File: config.mk
export PLATFORM = sky130hd
export DESIGN_NAME = arb_grant_stage
export DESIGN_NICKNAME = d
export VERILOG_FILES = /design/src/rtl/arb_pkg.sv /design/src/rtl/sync_fifo.sv /design/src/rtl/arb_grant_stage.sv
export SDC_FILE = /design/constraint.sdc
export NUM_CORES = 1
export LEC_CHECK = 0
export ABC_AREA = 0
export ABC_CLOCK_PERIOD_IN_PS = 2950
export BUFFER_PORTS_ARGS = -buffer_cell sky130_fd_sc_hd__buf_2
export CORE_ASPECT_RATIO = 1.5
export CORE_MARGIN = 2
export CORE_UTILIZATION = 40
export CTS_CLUSTER_SIZE = 20
export DETAILED_ROUTE_END_ITERATION = 6
export PLACE_DENSITY = 0.59
export SYNTH_ARGS = -nofsm -noshare
export SYNTH_HDL_FRONTEND = slang
export SYNTH_SLANG_ARGS = --single-unit
File: constraint.sdc
create_clock -name clk -period 2.95 [get_ports clk]
set_input_delay 0.1475 -clock clk [delete_from_list [all_inputs] [get_ports clk]]
set_output_delay 0.1475 -clock clk [all_outputs]
set_load 0.1 [all_outputs]
File: src/rtl/arb_pkg.sv
// Shared definitions for the 3-channel arbiter and its downstream grant stage.
package arb_pkg;

  localparam int NCH = 3;

  typedef logic [1:0] ch_id_t;

  // Index of the set bit in a one-hot channel vector; 0 for an all-zero vector.
  function automatic ch_id_t onehot_to_idx(input logic [2:0] v);
    ch_id_t idx;
    idx = 2'd0;
    case (v)
      3'b010:  idx = 2'd1;
      3'b100:  idx = 2'd2;
      default: idx = 2'd0;
    endcase
    return idx;
  endfunction

  // True when the vector has at most one bit set.
  function automatic bit is_onehot0(input logic [2:0] v);
    return (v & (v - 3'd1)) == 3'b000;
  endfunction

endpackage

File: src/rtl/sync_fifo.sv
// Small synchronous FIFO with the head entry read straight out of the storage
// registers, so valid/head/count never depend combinationally on push or pop.
// The caller must not push when full nor pop when empty.
module sync_fifo #(
  parameter int W     = 10,
  parameter int DEPTH = 2
) (
  input  logic                   clk,
  input  logic                   rst_n,
  input  logic                   push,
  input  logic [W-1:0]           push_data,
  input  logic                   pop,
  output logic                   valid,
  output logic [W-1:0]           head,
  output logic [$clog2(DEPTH):0] count
);

  localparam int AW = $clog2(DEPTH);
  localparam logic [AW:0] CNT_ONE = 1;

  logic [AW-1:0] wr_ptr;
  logic [AW-1:0] rd_ptr;
  logic [W-1:0]  mem [DEPTH];

  // Pointers, occupancy and storage; storage is cleared so the head reads 0 after reset.
  always_ff @(posedge clk or negedge rst_n) begin
    if (!rst_n) begin
      wr_ptr <= '0;
      rd_ptr <= '0;
      count  <= '0;
      for (int i = 0; i < DEPTH; i++) mem[i] <= '0;
    end else begin
      if (push) begin
        mem[wr_ptr] <= push_data;
        wr_ptr      <= wr_ptr + AW'(1);
      end
      if (pop) rd_ptr <= rd_ptr + AW'(1);
      case ({push, pop})
        2'b10:   count <= count + CNT_ONE;
        2'b01:   count <= count - CNT_ONE;
        default: count <= count;
      endcase
    end
  end

  assign valid = (count != '0);
  assign head  = mem[rd_ptr];

endmodule

File: src/rtl/arb_grant_stage.sv
// Consumer side of the 3-channel round-robin arbiter. Requests are only
// forwarded while the output FIFO has room; a legal grant accepts that
// channel's payload in the same cycle and queues it with its channel id.
//
// Handshakes: a channel transfer happens in a cycle where ch_valid[i] and
// ch_ready[i] are both high; an output transfer happens in a cycle where
// out_valid and out_ready are both high. ch_valid must not depend on ch_ready.
module arb_grant_stage
  import arb_pkg::*;
#(
  parameter int DW    = 8,
  parameter int DEPTH = 2,
  parameter int CW    = 16
) (
  input  logic              clk,
  input  logic              rst_n,
  input  logic [2:0]        ch_valid,
  input  logic [3*DW-1:0]   ch_data,
  output logic [2:0]        ch_ready,
  output logic [2:0]        arb_req,
  input  logic [2:0]        arb_grant,
  output logic              out_valid,
  output logic [DW-1:0]     out_data,
  output logic [1:0]        out_ch,
  input  logic              out_ready,
  input  logic              cnt_clr,
  output logic [3*CW-1:0]   grant_cnt,
  output logic              grant_err
);

  localparam int CNTW = $clog2(DEPTH) + 1;

  logic [CNTW-1:0] count;
  logic            space;
  logic            grant_legal;
  logic            push;
  logic            pop;
  ch_id_t          push_idx;
  logic [DW-1:0]   sel_data;
  logic [DW+1:0]   head;
  logic [CW-1:0]   cnt_q [NCH];

  // Space is judged on the registered count only, so a pop in a full cycle
  // does not reopen requests until the following cycle.
  assign space   = (count < CNTW'(DEPTH));
  assign arb_req = ch_valid & {NCH{space}};

  // A grant is legal when empty or one-hot inside the current request vector.
  assign grant_legal = is_onehot0(arb_grant) && ((arb_grant & ~arb_req) == 3'b000);
  assign push        = grant_legal && (arb_grant != 3'b000);
  assign ch_ready    = push ? arb_grant : 3'b000;
  assign push_idx    = onehot_to_idx(arb_grant);
  assign pop         = out_valid & out_ready;

  // Select the granted channel's payload.
  always_comb begin
    sel_data = ch_data[DW-1:0];
    case (push_idx)
      2'd1:    sel_data = ch_data[2*DW-1:DW];
      2'd2:    sel_data = ch_data[3*DW-1:2*DW];
      default: sel_data = ch_data[DW-1:0];
    endcase
  end

  sync_fifo #(
    .W     (DW + 2),
    .DEPTH (DEPTH)
  ) u_fifo (
    .clk       (clk),
    .rst_n     (rst_n),
    .push      (push),
    .push_data ({push_idx, sel_data}),
    .pop       (pop),
    .valid     (out_valid),
    .head      (head),
    .count     (count)
  );

  assign out_ch   = head[DW+1:DW];
  assign out_data = head[DW-1:0];

  // Per-channel accepted-transfer counters; clear wins over a coincident push.
  always_ff @(posedge clk or negedge rst_n) begin
    if (!rst_n) begin
      for (int i = 0; i < NCH; i++) cnt_q[i] <= '0;
    end else begin
      for (int i = 0; i < NCH; i++) begin
        if (cnt_clr)
          cnt_q[i] <= '0;
        else if (push && arb_grant[i] && (cnt_q[i] != {CW{1'b1}}))
          cnt_q[i] <= cnt_q[i] + CW'(1);
      end
    end
  end

  for (genvar g = 0; g < NCH; g++) begin : g_cnt_out
    assign grant_cnt[g*CW +: CW] = cnt_q[g];
  end

  // Sticky flag for any non-zero grant that is not legal; cleared only by reset.
  always_ff @(posedge clk or negedge rst_n) begin
    if (!rst_n)
      grant_err <= 1'b0;
    else if ((arb_grant != 3'b000) && !grant_legal)
      grant_err <= 1'b1;
  end

endmodule

**Word level (Yosys, flattened, before mapping)**

Index checks and enable logic that the tools add are counted.
W data, S select, Z words.

- Bits of input ports: 34
- Output and inout bits: 66
- Bits in registers: 73

- Bitwise logic cells: 7
- Add/sub/neg operators: 8
- Order comparisons: 4
- Eq/ne operators: 9
- Mux-type cells: 16
- Reduce and logical (&&, ||, !) cells: 19

Operators with widths:

| cell | number |
|---|---|
| $mux W16 | 6 |
| $add A16 B1 Y16 const B | 3 |
| $ne A16 B16 Y1 const B | 3 |
| $mux W10 | 4 |
| $bwmux W20 | 1 |
| $pmux W8 S2 | 1 |
| $demux W10 S1 | 1 |
| $logic_and A1 B1 Y1 | 10 |
| $reduce_bool A2 Y1 | 5 |
| $and A3 B3 Y3 | 3 |
| $pmux W2 S2 | 2 |
| $logic_not A3 Y1 | 2 |
| $eq A2 B1 Y1 const B | 2 |
| $eq A2 B2 Y1 const B | 2 |
| $ge A2 B2 Y1 const B | 2 |
| $not A1 Y2 | 2 |
| $eq A3 B2 Y1 const B | 1 |
| $eq A3 B3 Y1 const B | 1 |
| $mux W3 | 1 |
| $not A3 Y3 | 1 |
| $reduce_bool A3 Y1 | 1 |
| $sub A3 B1 Y3 const B | 1 |
| $add A1 B1 Y1 const B | 2 |
| $add A2 B1 Y2 const B | 1 |
| other kinds (5) | 5 |

**Logic depth before layout (Yosys ltp)**

- Depth after elaboration: 11
- Depth in mapped cells: 9
- Depth with buffers taken out: 8

**Cells and area by module**

From an unflattened synthesis, not the netlist that was laid out.

- Cells, all modules: 388
- Area, all modules: 3981.3 um2

Modules (own cells, without submodules):

| module | sequential area each (um2) | area each (um2) | cells each | instances |
|---|---|---|---|---|
| arb_grant_stage | 1226.2 | 2950.3 | 322 | 1 |
| sync_fifo | 600.6 | 1031.0 | 66 | 1 |

**Least setup slack after synthesis**

Ideal clock, no wire load.

- Kind: reg-to-reg
- Start: reg u_fifo.count[1]
- End: reg u_fifo.mem[0] (netlist name)
- Data arrival time: 3460 ps
- Setup slack: -658 ps
- Library setup time: 147 ps
- Stages on the path, launching flop included: 8
- Cells stage by stage: dfrtp_1 -> nor2b_1 -> nand2_1 -> inv_2 -> o221ai_1 -> clkbuf_1 -> nand2_1 -> o21ai_0

- Longest elaborated chain between the ends: 7

RTL lines:

| what | line | text |
|---|---|---|
| from (decl) | sync_fifo.sv:15 | `output logic [$clog2(DEPTH):0] count` |
| from (signal assigned) | sync_fifo.sv:39 | `2'b10: count <= count + CNT_ONE;` |
| from (signal assigned) | sync_fifo.sv:40 | `2'b01: count <= count - CNT_ONE;` |
| from (signal assigned) | sync_fifo.sv:41 | `default: count <= count;` |
| $lt A2 B2 Y1 | arb_grant_stage.sv:45 | `assign space = (count < CNTW'(DEPTH));` |
| $and A3 B3 Y3 | arb_grant_stage.sv:46 | `assign arb_req = ch_valid & {NCH{space}};` |
| net arb_req[2] | arb_grant_stage.sv:20 | `output logic [2:0] arb_req,` |
| $not A3 Y3 | arb_grant_stage.sv:49 | `assign grant_legal = is_onehot0(arb_grant) && ((arb_grant & ~arb_req) == 3'b000);` |
| $and A3 B3 Y3 | arb_grant_stage.sv:49 |  |
| $logic_not A3 Y1 | arb_grant_stage.sv:49 |  |
| $logic_and A1 B1 Y1 | arb_grant_stage.sv:49 |  |
| $logic_and A1 B1 Y1 | arb_grant_stage.sv:50 | `assign push = grant_legal && (arb_grant != 3'b000);` |
| to (signal, indexed assignment) | sync_fifo.sv:34 | `mem[wr_ptr] <= push_data;` |
| to (decl) | sync_fifo.sv:23 | `logic [W-1:0] mem [DEPTH];` |

The timed path passes the listed nets, and every way through them passes these cells.
A chain may end at the register's enable or synchronous reset.

**Worst setup path after layout**

- Start: reg u_fifo.count[1]
- End: reg u_fifo.mem[3] (netlist name)

- Longest elaborated chain between the ends: 7

RTL lines:

| what | line |
|---|---|
| $lt A2 B2 Y1 | arb_grant_stage.sv:45 |
| $and A3 B3 Y3 | arb_grant_stage.sv:46 |
| $not A3 Y3 | arb_grant_stage.sv:49 |
| $and A3 B3 Y3 | arb_grant_stage.sv:49 |
| $logic_not A3 Y1 | arb_grant_stage.sv:49 |
| $logic_and A1 B1 Y1 | arb_grant_stage.sv:49 |
| $logic_and A1 B1 Y1 | arb_grant_stage.sv:50 |

Every way passes these cells.

==> results by group <==
STA
  • Final worst path period share: 74.2%
  • Clock skew: between 0.006 and 0.007 ns
  • Worst slew pin tran: just under 0.9 ns
  • Fmax: 457 MHz
  • Slew headroom: 40.5%
  • Minimum clock period: about 2.2 ns
  • Slew Limit Fails: 0
  • Hold Vio Cnt, Final: 0
  • Setup TNS: 0 ns
  • Worst hold slack: 0.170 ns
  • RSZ-0062 raised after global routing: false
  • Setup Viol. Count Final: 0

Placement
  • Placed cells: 635
  • Area after DPL: 4640 um2
  • Hpwl dp: 7430 um
  • Gpl congestion: 0.865
  • Port bufs: 99

Setup path
  • CP required: 3.15 ns
  • Worst path slowest cell: nor2b_1
  • Most frequent CP cell: nor2b_1
  • RR Endpoint: u_fifo.mem[3]
  • Setup crit end kind: flop
  • R2R setup slack: around 0.76 ns
  • Buf/Inv on CP: 1
  • WS Path Type: flop to flop
  • Crit path launch type: flop
  • Worst Reg-to-Reg Cells: 6
  • Critical-path cell list: nor2b_1 -> nor2b_1 -> o221ai_1 -> buf_4 -> nand2_1 -> o21ai_0
  • Reg-to-reg startpoint: u_fifo.count[1]
  • Crit-path max FO: 12
  • Crit path max-delay family: simple AND/OR/NAND/NOR gates
  • Slowest stage delay, CP: around 0.48 ns
  • CP Data Arrival Time: 2.39 ns

Global routing
  • Initial antenna violation count: 0
  • Wire length of the first global-routing pass: between 15000 and 20000 um
  • GRT met3 Usage: 4.55%
  • Total GRT Usage: 19.9%
  • Grt met1 use: 24.9%
  • Largest net degree at the start of global routing: 51
  • Met2 Use GR: 33.0%
  • Vias in the first global route: 3535
  • GR peak layer: met2
  • Grt ovf: 0

Cells and area
  • Area added between synthesis and finish: 23.1%
  • Share of cells above drive strength 1: between 20% and 30%
  • Post-route insts no fill: 652
  • NumNets Final: 570
  • Ant diodes: 0
  • Fin area: between 4000 and 5000 um2

Synth
  • Area contributors post-synth: dfrtp_1 (46%), xnor2_1 (7.9%), nor2_1 (4.4%)
  • Synth Flop Type: dfrtp_1
  • Register bit total from synthesis: 73
  • Distinct cells, synth: 43
  • Seq/Total Area, Yosys: 45.5%
  • Fraction of registers with async set/reset: between 90% and 100%
  • Synth top area share: ~46%
  • Post-synthesis net count: 473
  • Post-Syn Area: 4010 um2
  • Syn Area/Cell: 9.22 um2
  • Post-synth EDFFs: 0
  • Yosys top cell by area: dfrtp_1
  • Yosys warns: 0
  • Post-Syn Instances: 435

Die
  • Die H: 127 um
  • Die area: around 11000 um2
  • Site Rows: 44
  • Initial Util: between 40 and 50%
  • # IOs: 100
  • Die Wd: 85.8 um
  • Area of the core: just under 10000 um2

Clock network
  • Root buffer cell: clkbuf_16
  • Worst skew pair latency: 0.33 ns
  • Clk slew on worst S/H paths: 0.05 ns
  • CTS Buffer Depth: 2
  • Max H-tree Level: 3
  • CTS tree: built
  • TritonCTS buffer count: 9
  • CTS Sinks: 73
  • Post-CTS sizing: 0

Power
  • Leak pwr: 2.28 nW
  • Power per cell area: 767 nW/um2
  • Logic pwr share: 37.8%
  • Post-route total power: 0.00379 W
  • Sw frac: ~43%
  • Maximum vdd drop: 0.000313 V
  • Sequential share of power: 34.1%
  • Pint: 0.00215 W
  • P_sw: ~0.0016 W
  • Clock share of power: 28.1%

Worst hold path
  • Min-delay worst type: primary input to flop
  • Hold Path End: u_fifo.mem[4]
  • Hold_sp: ch_data[4]
  • Hold path cells: 3

Run status
  • Failing checks: design-rule violations
  • Outcome: finished, violations left

Routing
  • Routed length per instance: 15.8 um
  • Via count: 3518
  • DRT iter0 DRCs: approximately 140
  • DRC: 11
  • Detailed Route WL: approximately 10000 um
  • 1st-pass router iterations: 6
  • Via/cell ratio: around 5.4
  • Routed Antenna Nets: 0

Job
  • Max-Cap Viols: 0
==> through the flow <==
stage                     setup WS (ns)  util (%)
final                             0.760      50.7
after CTS                         0.764      50.7
after detailed placement          0.664      47.6
after global routing              0.550      50.7
after floorplan                 0.00968         -
after global placement            0.801      47.6
==> state kept, by name (all words and copies together) (netlist names) <==
name           count
grant_cnt         48
u_fifo.mem        20
u_fifo.wr_ptr      1
grant_err          1
u_fifo.count       2
u_fifo.rd_ptr      1
==> layout make-up <==
| cell class | count | area [um2] |
|---|---|---|
| well taps | 115 | 144 |
| inverters | 9 | 33.8 |
| clock buffers | 13 | 250 |
| fillers | 915 | 4810 |
| flip-flops and latches | 73 | 1830 |
| clock inverters | 3 | 40.0 |
| repair buffers | 106 | 563 |
| multi-input cells | 333 | 2080 |
==> power by group through the flow <==
stage | sequential (W) | clock (W) | combinational [W]
global placement | 0.00131 | 0 | 0.00142
detailed placement | 0.00131 | 0 | 0.00144
CTS | 0.00129 | 0.00110 | 0.00144
floorplan | 0.00127 | 0 | 0.00125
global route | 0.00132 | 0.00114 | 0.00152
finish | 0.00129 | 0.00106 | 0.00143
==> synthesized netlist by cell type, types with 4 or more instances <==
| cell | n |
|---|---|
| or3_1 | 4 |
| a22oi_1 | 8 |
| nand4_1 | 16 |
| clkbuf_1 | 18 |
| o21ai_1 | 5 |
| o21ai_0 | 19 |
| nor4_1 | 10 |
| nor3_1 | 10 |
| and3_1 | 8 |
| mux2i_1 | 10 |
| nor2_1 | 47 |
| and2_1 | 7 |
| xnor2_1 | 36 |
| inv_1 | 8 |
| dfrtp_1 | 73 |
| nand2_1 | 41 |
| ha_1 | 4 |
| a21oi_1 | 29 |
| mux2_2 | 11 |
| a211oi_1 | 7 |
| nor2b_1 | 13 |
| nand3_1 | 15 |
| xor2_1 | 6 |
==> cells in the final DEF (no fill, tap or decap), types with 2 or more instances in the layout <==
cell type   n
xor2_1      6
and3_1      8
nor2_1     47
nor4_1     10
a211oi_1    7
clkbuf_16   9
nor4b_1     3
mux2_2     11
or4_1       3
buf_4       5
xnor2_1    36
clkbuf_1    3
inv_1       8
a21oi_1    29
a22oi_1     8
nor3b_1     3
a2111oi_0   2
o21ai_0    19
nand3_1    15
or3_1       4
nor3_1     10
mux2i_1    10
and4_1      2
and2_1      7
o21ai_1     5
buf_2      99
clkinv_2    2
o221ai_1    2
dfrtp_1    73
nand4_1    16
ha_1        4
nand2_1    41
nor2b_1    12
==> logic make-up after synthesis <==
family	synth area share, %
xor+xnor	9.17
simple gates	24.6
flops	45.5
buf+inv	2.71
mux	5.86
fa+ha+maj	1.25
compound gates	10.8
==> worst max path at each step <==
stage	startpoint	end	slack (ns)	cells after the start
after floorplan	u_fifo.count[1]	u_fifo.mem[0]	0.01	7
after global placement	arb_grant[2]	u_fifo.mem[10]	0.80	8
after detailed placement	arb_grant[2]	u_fifo.mem[5]	0.66	8
after CTS	u_fifo.count[1]	u_fifo.mem[5]	0.76	6
after global routing	u_fifo.count[1]	u_fifo.mem[5]	0.55	6
final	u_fifo.count[1]	u_fifo.mem[3]	0.76	6
==> timing repair <==
item | 4_1_cts | 5_1_grt
setup buffers | 0 | 0
endpoints found under the hold margin | 33 | 0
hold buffers | 1 | 0
==> worst register-to-register path: stages (launching register included) <==
cell      delay, ns
dfrtp_1        0.46
nor2b_1        0.48
nor2b_1        0.33
o221ai_1       0.36
buf_4          0.30
nand2_1        0.06
o21ai_0        0.07
==> routing by layer <==
metal / routed length (um) / part of all wire [%]
met3: 589 / 5.7
met2: 5120 / 50
met4: 207 / 2.0
met1: 4370 / 43
met5: 0 / 0
Note: power is estimated with default switching activity, not from simulation.
